File: src/rtl/id_defs_pkg.sv
// Shared decode definitions for the ID stage: opcodes, MEM-slot codes,
// slot field positions, FSM encodings and small helpers.
package id_defs;

  localparam int NREGS = 8;
  localparam int RW    = 3;
  localparam int IMMW  = 3;

  localparam logic [3:0] OP_NOP  = 4'd0;
  localparam logic [3:0] OP_ADD  = 4'd1;
  localparam logic [3:0] OP_SUB  = 4'd2;
  localparam logic [3:0] OP_AND  = 4'd3;
  localparam logic [3:0] OP_ADDI = 4'd4;
  localparam logic [3:0] OP_BRN  = 4'd5;
  localparam logic [3:0] OP_JMP  = 4'd6;

  // Opcode field values carried by the MEM slot
  localparam logic [3:0] MOP_LOAD  = 4'd1;
  localparam logic [3:0] MOP_STORE = 4'd2;

  // Encoded MEM op driven into ID/EX
  localparam logic [1:0] MEM_NOP   = 2'b00;
  localparam logic [1:0] MEM_LOAD  = 2'b01;
  localparam logic [1:0] MEM_STORE = 2'b10;

  localparam int OP_HI  = 15;
  localparam int OP_LO  = 12;
  localparam int RD_HI  = 11;
  localparam int RD_LO  = 9;
  localparam int RS1_HI = 8;
  localparam int RS1_LO = 6;
  localparam int RS2_HI = 5;
  localparam int RS2_LO = 3;
  localparam int IMM_HI = 2;
  localparam int IMM_LO = 0;

  localparam logic [0:0] ST_RUN   = 1'b0;
  localparam logic [0:0] ST_STALL = 1'b1;

  function automatic logic [31:0] sext_imm(input logic [IMMW-1:0] imm);
    return {{(32-IMMW){imm[IMMW-1]}}, imm};
  endfunction

  // r0 is hardwired to zero regardless of what the register file returns
  function automatic logic [31:0] reg_val(input logic [RW-1:0] addr, input logic [31:0] data);
    return (addr == '0) ? 32'd0 : data;
  endfunction

endpackage

File: src/rtl/id_stage_slot_decode.sv
// Decodes one 16-bit issue slot into fields and register-usage flags.
// IS_MEM selects the MEM-slot opcode map instead of the ALU map.
module id_slot_decode
  import id_defs::*;
#(
  parameter bit IS_MEM = 1'b0
) (
  input  logic [15:0]   instr,
  output logic [3:0]    op,
  output logic [RW-1:0] rd,
  output logic [RW-1:0] rs1,
  output logic [RW-1:0] rs2,
  output logic          uses_rs1,
  output logic          uses_rs2,
  output logic          writes_rd,
  output logic [31:0]   imm_sext
);

  logic [3:0] raw_op;

  assign raw_op   = instr[OP_HI:OP_LO];
  assign rd       = instr[RD_HI:RD_LO];
  assign rs1      = instr[RS1_HI:RS1_LO];
  assign rs2      = instr[RS2_HI:RS2_LO];
  assign imm_sext = sext_imm(instr[IMM_HI:IMM_LO]);

  // Unknown opcodes decode as NOP so they can never write or create hazards
  always_comb begin
    op        = OP_NOP;
    uses_rs1  = 1'b0;
    uses_rs2  = 1'b0;
    writes_rd = 1'b0;
    if (IS_MEM == 1'b1) begin
      case (raw_op)
        MOP_LOAD:  begin op = raw_op; uses_rs1 = 1'b1; writes_rd = 1'b1; end
        MOP_STORE: begin op = raw_op; uses_rs1 = 1'b1; uses_rs2  = 1'b1; end
        default:   ;
      endcase
    end else begin
      case (raw_op)
        OP_ADD, OP_SUB, OP_AND: begin
          op = raw_op; uses_rs1 = 1'b1; uses_rs2 = 1'b1; writes_rd = 1'b1;
        end
        OP_ADDI:        begin op = raw_op; uses_rs1 = 1'b1; writes_rd = 1'b1; end
        OP_BRN, OP_JMP: begin op = raw_op; uses_rs1 = 1'b1; end
        default:        ;
      endcase
    end
  end

endmodule

File: src/rtl/id_stage.sv
// Decode stage of the 2-slot VLIW pipe: RF read, load-use stall FSM, ID/EX register.
// Optional ID_SLOT_CONFLICT_EN traps bundles whose two slots write the same register.
module id_stage
  import id_defs::*;
(
  input  logic                clk,
  input  logic                reset,
  input  logic [15:0]         p1_aluInstr,
  input  logic [15:0]         p1_memInstr,
  input  logic [31:0]         p1_pc,
  input  logic                flush,
  input  logic [3:0][31:0]    rf_rdata,
  output logic [3:0][RW-1:0]  rf_raddr,
  output logic                pcWrite,
  output logic                p1_pipeline_regWrite,
  output logic [3:0]          p2_alu_op,
  output logic [RW-1:0]       p2_alu_rd,
  output logic [31:0]         p2_alu_a,
  output logic [31:0]         p2_alu_b,
  output logic                p2_isBranch,
  output logic                isJump,
  output logic [31:0]         pc_branchTarget,
  output logic [31:0]         pc_jumpTarget,
  output logic [1:0]          p2_mem_op,
  output logic [RW-1:0]       p2_mem_rd,
  output logic [31:0]         p2_mem_base,
  output logic [31:0]         p2_mem_wdata,
  output logic                isException,
  output logic [0:0]          dbg_state
);

  logic [3:0]    alu_op, mem_op;
  logic [RW-1:0] alu_rd, alu_rs1, alu_rs2, mem_rd, mem_rs1, mem_rs2;
  logic          alu_u1, alu_u2, alu_wr, mem_u1, mem_u2, mem_wr;
  logic [31:0]   alu_imm, unused_mem_imm;

  logic [0:0]    state;
  logic [31:0]   alu_a_d, alu_b_d, base_d, wdata_d, br_target_d;
  logic [1:0]    mem_op_d;
  logic          hazard, stall, conflict, bubble;

  id_slot_decode #(.IS_MEM(1'b0)) u_alu_dec (
    .instr(p1_aluInstr), .op(alu_op), .rd(alu_rd), .rs1(alu_rs1), .rs2(alu_rs2),
    .uses_rs1(alu_u1), .uses_rs2(alu_u2), .writes_rd(alu_wr), .imm_sext(alu_imm)
  );

  id_slot_decode #(.IS_MEM(1'b1)) u_mem_dec (
    .instr(p1_memInstr), .op(mem_op), .rd(mem_rd), .rs1(mem_rs1), .rs2(mem_rs2),
    .uses_rs1(mem_u1), .uses_rs2(mem_u2), .writes_rd(mem_wr), .imm_sext(unused_mem_imm)
  );

  assign rf_raddr[0] = alu_rs1;
  assign rf_raddr[1] = alu_rs2;
  assign rf_raddr[2] = mem_rs1;
  assign rf_raddr[3] = mem_rs2;

  // Operands a slot does not use are forced to zero so EX sees clean values
  always_comb begin
    alu_a_d     = alu_u1 ? reg_val(alu_rs1, rf_rdata[0]) : 32'd0;
    alu_b_d     = (alu_op == OP_ADDI) ? alu_imm
                : (alu_u2 ? reg_val(alu_rs2, rf_rdata[1]) : 32'd0);
    base_d      = mem_u1 ? reg_val(mem_rs1, rf_rdata[2]) : 32'd0;
    wdata_d     = mem_u2 ? reg_val(mem_rs2, rf_rdata[3]) : 32'd0;
    br_target_d = p1_pc + (alu_imm << 2);
    mem_op_d    = MEM_NOP;
    case (mem_op)
      MOP_LOAD:  mem_op_d = MEM_LOAD;
      MOP_STORE: mem_op_d = MEM_STORE;
      default:   mem_op_d = MEM_NOP;
    endcase
  end

  // A load in EX whose result is needed by any source of the bundle in ID
  assign hazard = (p2_mem_op == MEM_LOAD) && (p2_mem_rd != '0) &&
                  ((alu_u1 && (alu_rs1 == p2_mem_rd)) || (alu_u2 && (alu_rs2 == p2_mem_rd)) ||
                   (mem_u1 && (mem_rs1 == p2_mem_rd)) || (mem_u2 && (mem_rs2 == p2_mem_rd)));

  assign stall                = (state == ST_RUN) && hazard && !flush;
  assign pcWrite              = ~stall;
  assign p1_pipeline_regWrite = ~stall;
  assign dbg_state            = state;

`ifdef ID_SLOT_CONFLICT_EN
  assign conflict = alu_wr && mem_wr && (alu_rd == mem_rd) && (alu_rd != '0);

  // Raised only when the offending bundle would otherwise have issued
  always_ff @(posedge clk) begin
    if (!reset) isException <= 1'b0;
    else        isException <= conflict && !flush && !stall;
  end
`else
  assign conflict    = 1'b0;
  assign isException = 1'b0;
`endif

  assign bubble = flush || stall || conflict;

  always_ff @(posedge clk) begin
    if (!reset) state <= ST_RUN;
    else        state <= stall ? ST_STALL : ST_RUN;

    if (!reset || bubble) begin
      p2_alu_op       <= OP_NOP;
      p2_alu_rd       <= '0;
      p2_alu_a        <= '0;
      p2_alu_b        <= '0;
      p2_isBranch     <= 1'b0;
      isJump          <= 1'b0;
      pc_branchTarget <= '0;
      pc_jumpTarget   <= '0;
      p2_mem_op       <= MEM_NOP;
      p2_mem_rd       <= '0;
      p2_mem_base     <= '0;
      p2_mem_wdata    <= '0;
    end else begin
      p2_alu_op       <= alu_op;
      p2_alu_rd       <= alu_wr ? alu_rd : '0;
      p2_alu_a        <= alu_a_d;
      p2_alu_b        <= alu_b_d;
      p2_isBranch     <= (alu_op == OP_BRN);
      isJump          <= (alu_op == OP_JMP);
      pc_branchTarget <= (alu_op == OP_BRN) ? br_target_d : 32'd0;
      pc_jumpTarget   <= (alu_op == OP_JMP) ? alu_a_d : 32'd0;
      p2_mem_op       <= mem_op_d;
      p2_mem_rd       <= mem_wr ? mem_rd : '0;
      p2_mem_base     <= base_d;
      p2_mem_wdata    <= wdata_d;
    end
  end

endmodule

File: config.mk
export PLATFORM = sky130hd
export DESIGN_NAME = id_stage
export DESIGN_NICKNAME = d
export VERILOG_FILES = /design/src/rtl/id_defs_pkg.sv /design/src/rtl/id_stage_slot_decode.sv /design/src/rtl/id_stage.sv
export SDC_FILE = /design/constraint.sdc
export NUM_CORES = 1
export LEC_CHECK = 0
export ABC_AREA = 1
export CORE_AREA = 2 2 161 163
export DETAILED_ROUTE_END_ITERATION = 10
export DIE_AREA = 0 0 163 165
export PLACE_DENSITY = 0.78
export SKIP_LAST_GASP = 1
export SYNTH_ARGS = -nofsm -noshare
export SYNTH_HDL_FRONTEND = slang
export SYNTH_SLANG_ARGS = --single-unit
File: constraint.sdc
create_clock -name clk -period 3.79 [get_ports clk]
set_clock_uncertainty 0.2 [all_clocks]
set_input_delay 1.137 -clock clk [delete_from_list [all_inputs] [get_ports clk]]
set_output_delay 1.137 -clock clk [all_outputs]
set_load 0.1 [all_outputs]
==> results of run 1 <==
## per-stage QoR
| step | cell area, sq um | power [uW] | hold slack [ns] |
|---|---|---|---|
| final | 13700 | 5400 | 0.550 |
| after global routing | 13700 | 5630 | 0.587 |
| after CTS | 13700 | 5450 | 0.553 |
| after detailed placement | 12800 | 3290 | 0.545 |
| after global placement | 12800 | 3280 | 0.537 |
| after floorplan | 8530 | 2880 | 0.987 |
## final cells by class
type,instances,area [sq um]
inverters,204,766
repair buffers,483,4250
clock buffers,30,632
multi-input cells,697,3410
clock inverters,6,83.8
diodes,6,15.0
fillers,2263,11300
well taps,330,413
flip-flops and latches,207,4140
## worst min-delay path by stage
stage	startpoint	endpoint	slack, ns	cells past startpoint
floorplan	p2_mem_op[0]	p2_mem_wdata[0]	0.99	5
global placement	p2_mem_op[0]	dbg_state	0.54	5
detailed placement	p2_mem_op[0]	dbg_state	0.55	5
CTS	p2_mem_op[0]	dbg_state	0.55	5
global route	p2_mem_op[0]	dbg_state	0.59	5
finish	p2_mem_op[0]	dbg_state	0.55	5
## synth_stat cells
cell type	count	area share, %
o21ai_2	1	0.10
o21bai_1	1	0.088
nand2_2	2	0.15
nand2_1	232	10
ha_1	29	4.3
nor2_2	21	1.5
nand3_2	2	0.24
o21ai_1	1	0.059
nand2_4	2	0.26
xnor2_1	6	0.62
inv_2	6	0.26
conb_1	1	0.044
buf_8	2	0.35
nor3_1	3	0.18
dfxtp_1	207	49
and2_1	7	0.51
buf_4	14	1.2
buf_6	1	0.13
a22oi_1	2	0.18
a21oi_1	68	4.0
inv_1	198	8.7
nor2_1	218	9.6
clkbuf_1	6	0.26
nand3_1	67	3.9
buf_2	22	1.3
a31oi_1	3	0.22
nand4_2	2	0.29
fa_1	1	0.24
o21ai_0	1	0.059
nand4_1	11	0.81
or2_1	1	0.074
a21o_1	3	0.26
xor2_1	11	1.1
## kinds of logic (layout without fill, tap and decap cells)
group / count (synthesis) / in the layout / share of synthesized area, %
buffers and inverters: 249 / 723 / 12.3
AO/OA/AOI/OAI: 80 / 80 / 4.97
flip-flops: 207 / 207 / 48.7
XOR/XNOR: 17 / 17 / 1.75
AND/OR/NAND/NOR: 568 / 568 / 27.8
adder cells (fa/ha/maj): 30 / 30 / 4.50
other: 1 / 8 / 0.0440
## per-layer routing
metal	up-vias	global-route usage (%)
met5	-	0
met2	323	40.0
met1	3886	23.9
met3	63	6.23
li1	4391	-
met4	2	9.33
## report_power, final
group          total [uW]  switching (uW)  internal [uW]
Sequential           2210            7.90           2200
Combinational        1050             642            410
Clock                2140             844           1300
## flip-flops by register name (all words and copies together), names as in the netlist
name	cells
dbg_state	1
p2_alu_op	4
p2_mem_base	32
isJump	1
p2_mem_wdata	32
pc_branchTarget	32
pc_jumpTarget	32
p2_alu_a	32
p2_alu_rd	3
p2_mem_op	2
p2_alu_b	32
p2_isBranch	1
p2_mem_rd	3
## repair_timing
action,in CTS,in global routing
buffers inserted,21,2
gates resized for setup,34,48
endpoints found under the hold margin,0,0
setup endpoints to repair,2,34
gates cloned,0,0
pin swaps,12,15
## worst reg2reg max path: stages (launching register included)
cell	delay (ns)
dfxtp_1	0.54
inv_2	0.16
nand2_1	0.09
nand2_1	0.05
nor2_1	0.13
nand2_1	0.08
nand2_1	0.08
nand2_2	0.07
nand2_2	0.09
nand2_4	0.05
buf_4	0.19
nand4_2	0.07
buf_4	0.33
nor2_1	0.10
## cells in the final DEF (no fill, tap or decap), types with 7 or more instances in the layout
cell type,instances
inv_2,8
ha_1,29
nand4_1,11
nor2_2,27
nand3_1,66
a21oi_1,67
nor2_1,210
buf_12,18
xor2_1,11
and2_1,7
nand2_2,8
buf_4,272
clkbuf_16,23
clkdlybuf4s50_1,171
dfxtp_1,207
nand2_1,226
inv_1,196
clkbuf_2,17
==> impl_metrics.py, run 1 <==
metrics = {
    "grt": {
        "grt_pass1_wl_um": 45200,
        "grt.overflow.total": 0,
        "grt_max_degree": 48,
        "gr-usage-all-layers_pct": 22.0,
        "grt_pass1_vias": 8344,
        "antenna_found_initial": 6,
    },
    "finish": {
        "syn_to_final_growth_pct": 61.0,
        "drive_gt1_share_pct": 24.6,
        "fin_nets": 1841,
        "stdcell_count": 1963,
        "utilization_pct": 54.8,
    },
    "sta": {
        "hold_viol_final": 0,
        "min_period_ns": 3.74,
        "rsz0062_at_grt": "false",
        "slew_violations": 0,
        "timing.final.crit_share_pct": 98.6,
        "setup_ws_ns": 0.0520,
        "setup_viol": 0,
        "setup_tns_ns": 0,
        "fmax_mhz": 268,
    },
    "clocking": {
        "tritoncts": "yes",
        "worstSkewPairLatency_ns": 0.50,
        "cts_buffers": 23,
        "cts-root-buf": "clkbuf_16",
        "ctsLongestPathBuffers": 3,
        "clock_sink_count": 207,
        "hold_buffers": 0,
        "clk_pin_slew_ns": 0.06,
        "htreeDepth": 1,
    },
    "routing": {
        "wl_met1_um": 12100,
        "route.met2.wl_um": 15800,
        "vias": 8665,
        "postRouteAntennaNets": 0,
        "wl_um": 31400,
        "drt-wirelength-per-cell_um": 16.0,
        "wl_met3_um": 2480,
        "first_pass_iters": 5,
        "drc_errors": 0,
        "top_layer": "met5",
        "dr.first_iter.drc_count": 640,
        "via_per_inst": 4.41,
    },
    "setup_path": {
        "path_max_fanout": 3,
        "critPathCaptureType": "primary output",
        "crit_chain": "clkdlybuf4s15_1, inv_2, nand2_1, nand2_1, nor2_2, nand2_1, nand2_1, inv_2, nand2_2, nand2_4, or2_4, buf_12",
        "crit_top_cell": "nand2_1",
        "critPathBufInv": 4,
        "startpoint": "p1_memInstr[3]",
        "cp.required_ns": 2.45,
        "arrival_ns": 2.40,
        "cp-start-kind": "primary input",
        "critPathTopFamily": "simple AND/OR/NAND/NOR gates",
        "critPathKind": "primary input to primary output",
        "r2r_cells": 13,
        "path_depth": 12,
        "r2r_start": "p2_mem_rd[0]",
        "reg2reg_slack_ns": 1.43,
        "cp-endpoint": "pcWrite",
        "rr_endpoint": "p2_mem_base[25]",
        "slowest_stage": "or2_4",
        "cp_slowest_stage_delay_ns": 0.29,
    },
    "placed_design": {
        "dp_worst_setup_slack_ns": -0.369,
        "port_buffers": 412,
        "globalplace.congestion": 0.913,
        "dp.cells": 1898,
        "dp_hpwl_um": 24500,
    },
    "power": {
        "ir_drop_v": 0.000330,
        "leakage_uw": 0.00704,
        "pwr_density_cell_nw_per_um2": 394,
    },
    "synthesis": {
        "yosysSeqAreaShare_pct": 48.7,
        "netlist_area_sq_um": 8520,
        "ys_warn_count": 0,
        "synthCells": 1152,
        "synthDistinctLibCells": 33,
        "syn_area_per_cell_sq_um": 7.39,
        "ys_ff_latch": 207,
    },
    "hold_path": {
        "hold_class": "register to register",
    },
    "die": {
        "initial_core_util_pct": 34.0,
        "rows": 58,
        "die_area_sq_um": 26900,
        "ioPinCount": 417,
        "die_h_um": 165,
        "core-area_sq_um": 25000,
        "die_w_um": 163,
    },
    "run_status": {
        "status": "complete, no violations",
    },
    "run": {
        "cap_violations": 0,
    },
}
Power figures use the tool's default switching activity.
==> run 2: changes to the inputs <==
--- a/config.mk
+++ b/config.mk
@@ -10,7 +10,6 @@
 export DETAILED_ROUTE_END_ITERATION = 10
 export DIE_AREA = 0 0 163 165
 export PLACE_DENSITY = 0.78
-export SKIP_LAST_GASP = 1
 export SYNTH_ARGS = -nofsm -noshare
 export SYNTH_HDL_FRONTEND = slang
 export SYNTH_SLANG_ARGS = --single-unit
==> results of run 2 <==
Same layout as run 1: the final DEF is identical, and so are final timing and power.
==> run 3: changes to the inputs <==
--- a/config.mk
+++ b/config.mk
@@ -6,10 +6,11 @@
 export NUM_CORES = 1
 export LEC_CHECK = 0
 export ABC_AREA = 1
-export CORE_AREA = 2 2 161 163
+export CORE_AREA = 2 2 164 166
+export CTS_BUF_LIST = sky130_fd_sc_hd__clkbuf_4 sky130_fd_sc_hd__clkbuf_8
 export DETAILED_ROUTE_END_ITERATION = 10
-export DIE_AREA = 0 0 163 165
-export PLACE_DENSITY = 0.78
+export DIE_AREA = 0 0 166 168
+export PLACE_DENSITY = 0.76
 export SYNTH_ARGS = -nofsm -noshare
 export SYNTH_HDL_FRONTEND = slang
 export SYNTH_SLANG_ARGS = --single-unit
==> run 3 against run 2 <==
Total power decreased by 1.3%. Via count increased by 3.3%. Hold slack improved by 0.090 ns. Setup slack got worse by 0.036 ns. Core utilization decreased by 2.6 points. Register-to-register slack got worse by 0.06 ns. Critical path type unchanged.
==> impl_metrics.py, run 3 (same netlist as run 1, synthesis figures left out) <==
metrics = {
    "placed_design": {
        "globalplace.congestion": 0.943,
        "port_buffers": 412,
        "dpl-instance-area_sq_um": 12900,
        "dp.cells": 1915,
        "dp_worst_setup_slack_ns": -0.418,
        "dp_hpwl_um": 24600,
    },
    "clocking": {
        "cts-root-buf": "clkbuf_8",
        "cts_buffers": 35,
        "tritoncts": "yes",
        "clock_sink_count": 207,
        "worstSkewPairLatency_ns": 0.52,
        "clk_pin_slew_ns": 0.06,
        "htreeDepth": 2,
        "ctsLongestPathBuffers": 3,
    },
    "finish": {
        "drive_gt1_share_pct": 25.6,
        "layout.cells.most_common_list": "buf_4, nand2_1, nor2_1, dfxtp_1, inv_1",
        "stdcell_count": 2000,
        "syn_to_final_growth_pct": 61.4,
        "stdcell_area_sq_um": 13700,
        "utilization_pct": 52.2,
        "final_common_cell": "buf_4",
        "n_fill_cell": 2455,
        "fin_nets": 1851,
    },
    "routing": {
        "postRouteAntennaNets": 0,
        "dr.first_iter.drc_count": 539,
        "wl_um": 31600,
        "via_per_inst": 4.48,
        "first_pass_iters": 5,
        "drc_errors": 0,
        "drt-wirelength-per-cell_um": 15.8,
        "vias": 8951,
    },
    "run_status": {
        "status": "complete, no violations",
    },
    "power": {
        "ir_drop_v": 0.000261,
        "leakage_uw": 0.00708,
        "pwr_density_cell_nw_per_um2": 388,
    },
    "setup_path": {
        "critPathTopFamily": "simple AND/OR/NAND/NOR gates",
        "arrival_ns": 2.44,
        "critPathCaptureType": "primary output",
        "cp.required_ns": 2.45,
        "critPathBufInv": 4,
        "critPathKind": "primary input to primary output",
        "slowest_stage": "or2_4",
        "path_max_fanout": 3,
        "cp_slowest_stage_delay_ns": 0.29,
        "crit_chain": "clkdlybuf4s15_2, inv_1, nand2_1, nand2_1, nor2_2, nand3_2, nand2_2, inv_2, nand2_2, nand2_4, or2_4, buf_12",
        "cp-start-kind": "primary input",
    },
    "die": {
        "die_w_um": 166,
        "ioPinCount": 417,
        "rows": 60,
        "core-area_sq_um": 26400,
        "die_area_sq_um": 27900,
        "die_h_um": 168,
        "initial_core_util_pct": 32.3,
    },
    "sta": {
        "setup_ws_ns": 0.0165,
        "hold_viol_final": 0,
        "slew_violations": 0,
        "min_period_ns": 3.77,
        "setup_tns_ns": 0,
        "timing.final.crit_share_pct": 99.6,
        "fmax_mhz": 265,
        "setup_viol": 0,
    },
    "grt": {
        "grt.overflow.total": 0,
        "grt_max_degree": 35,
        "grt_pass1_vias": 8706,
        "gr-usage-all-layers_pct": 21.5,
        "antenna_found_initial": 10,
        "grt_pass1_wl_um": 47000,
    },
    "run": {
        "cap_violations": 0,
    },
    "hold_path": {
        "hold_class": "register to register",
    },
}
==> run 3: worst paths after layout <==
check	from	end	slack [ns]	cells past startpoint
setup / recovery	p1_memInstr[6]	pcWrite	0.02	12
hold / removal	p2_mem_op[0]	dbg_state	0.64	5
setup reg to reg	p2_mem_rd[0]	p2_alu_a[29]	1.37	14
hold reg to reg	p2_mem_op[0]	dbg_state	0.64	5
==> run 3: report_power, final <==
part,internal [uW],switching [uW]
Clock,1160,900
Sequential,2200,7.90
Combinational,415,646
==> run 3: metrics by stage <==
stage,total power [uW],hold WS [ns]
after floorplan,2880,0.987
after global placement,3290,0.541
after detailed placement,3300,0.580
after CTS,5380,0.630
after global routing,5560,0.659
final,5330,0.640
==> run 3: worst min-delay path: stages, from the launching register on <==
cell and delay, ns:
dfxtp_1 0.33, nand2_1 0.11, a31oi_1 0.08, nand2_4 0.08
or2_4 0.15, nor2_1 0.04
==> run 3: per-layer routing <==
metal,global-route usage [%],part of all wire (%)
met1,23.0,37
met3,6.11,7.4
met5,0,0.032
met4,12.0,4.9
met2,38.2,51
==> run 3: layout make-up <==
cell class              count  area, sq um  area share [%]
clock inverters             7         43.8           0.319
multi-input cells         697         3420            24.9
diodes                      9         22.5           0.164
repair buffers            481         4240            30.8
inverters                 204          766            5.57
well taps                 341          427            3.10
clock buffers              54          687            5.00
flip-flops and latches    207         4140            30.1
==> run 3: timing repair <==
| action | CTS | global route |
|---|---|---|
| buffers inserted | 10 | 5 |
| endpoints found under the setup margin | 2 | 2 |
| pin swaps | 14 | 15 |
| resized for setup | 38 | 42 |
| hold buffers | 0 | 0 |
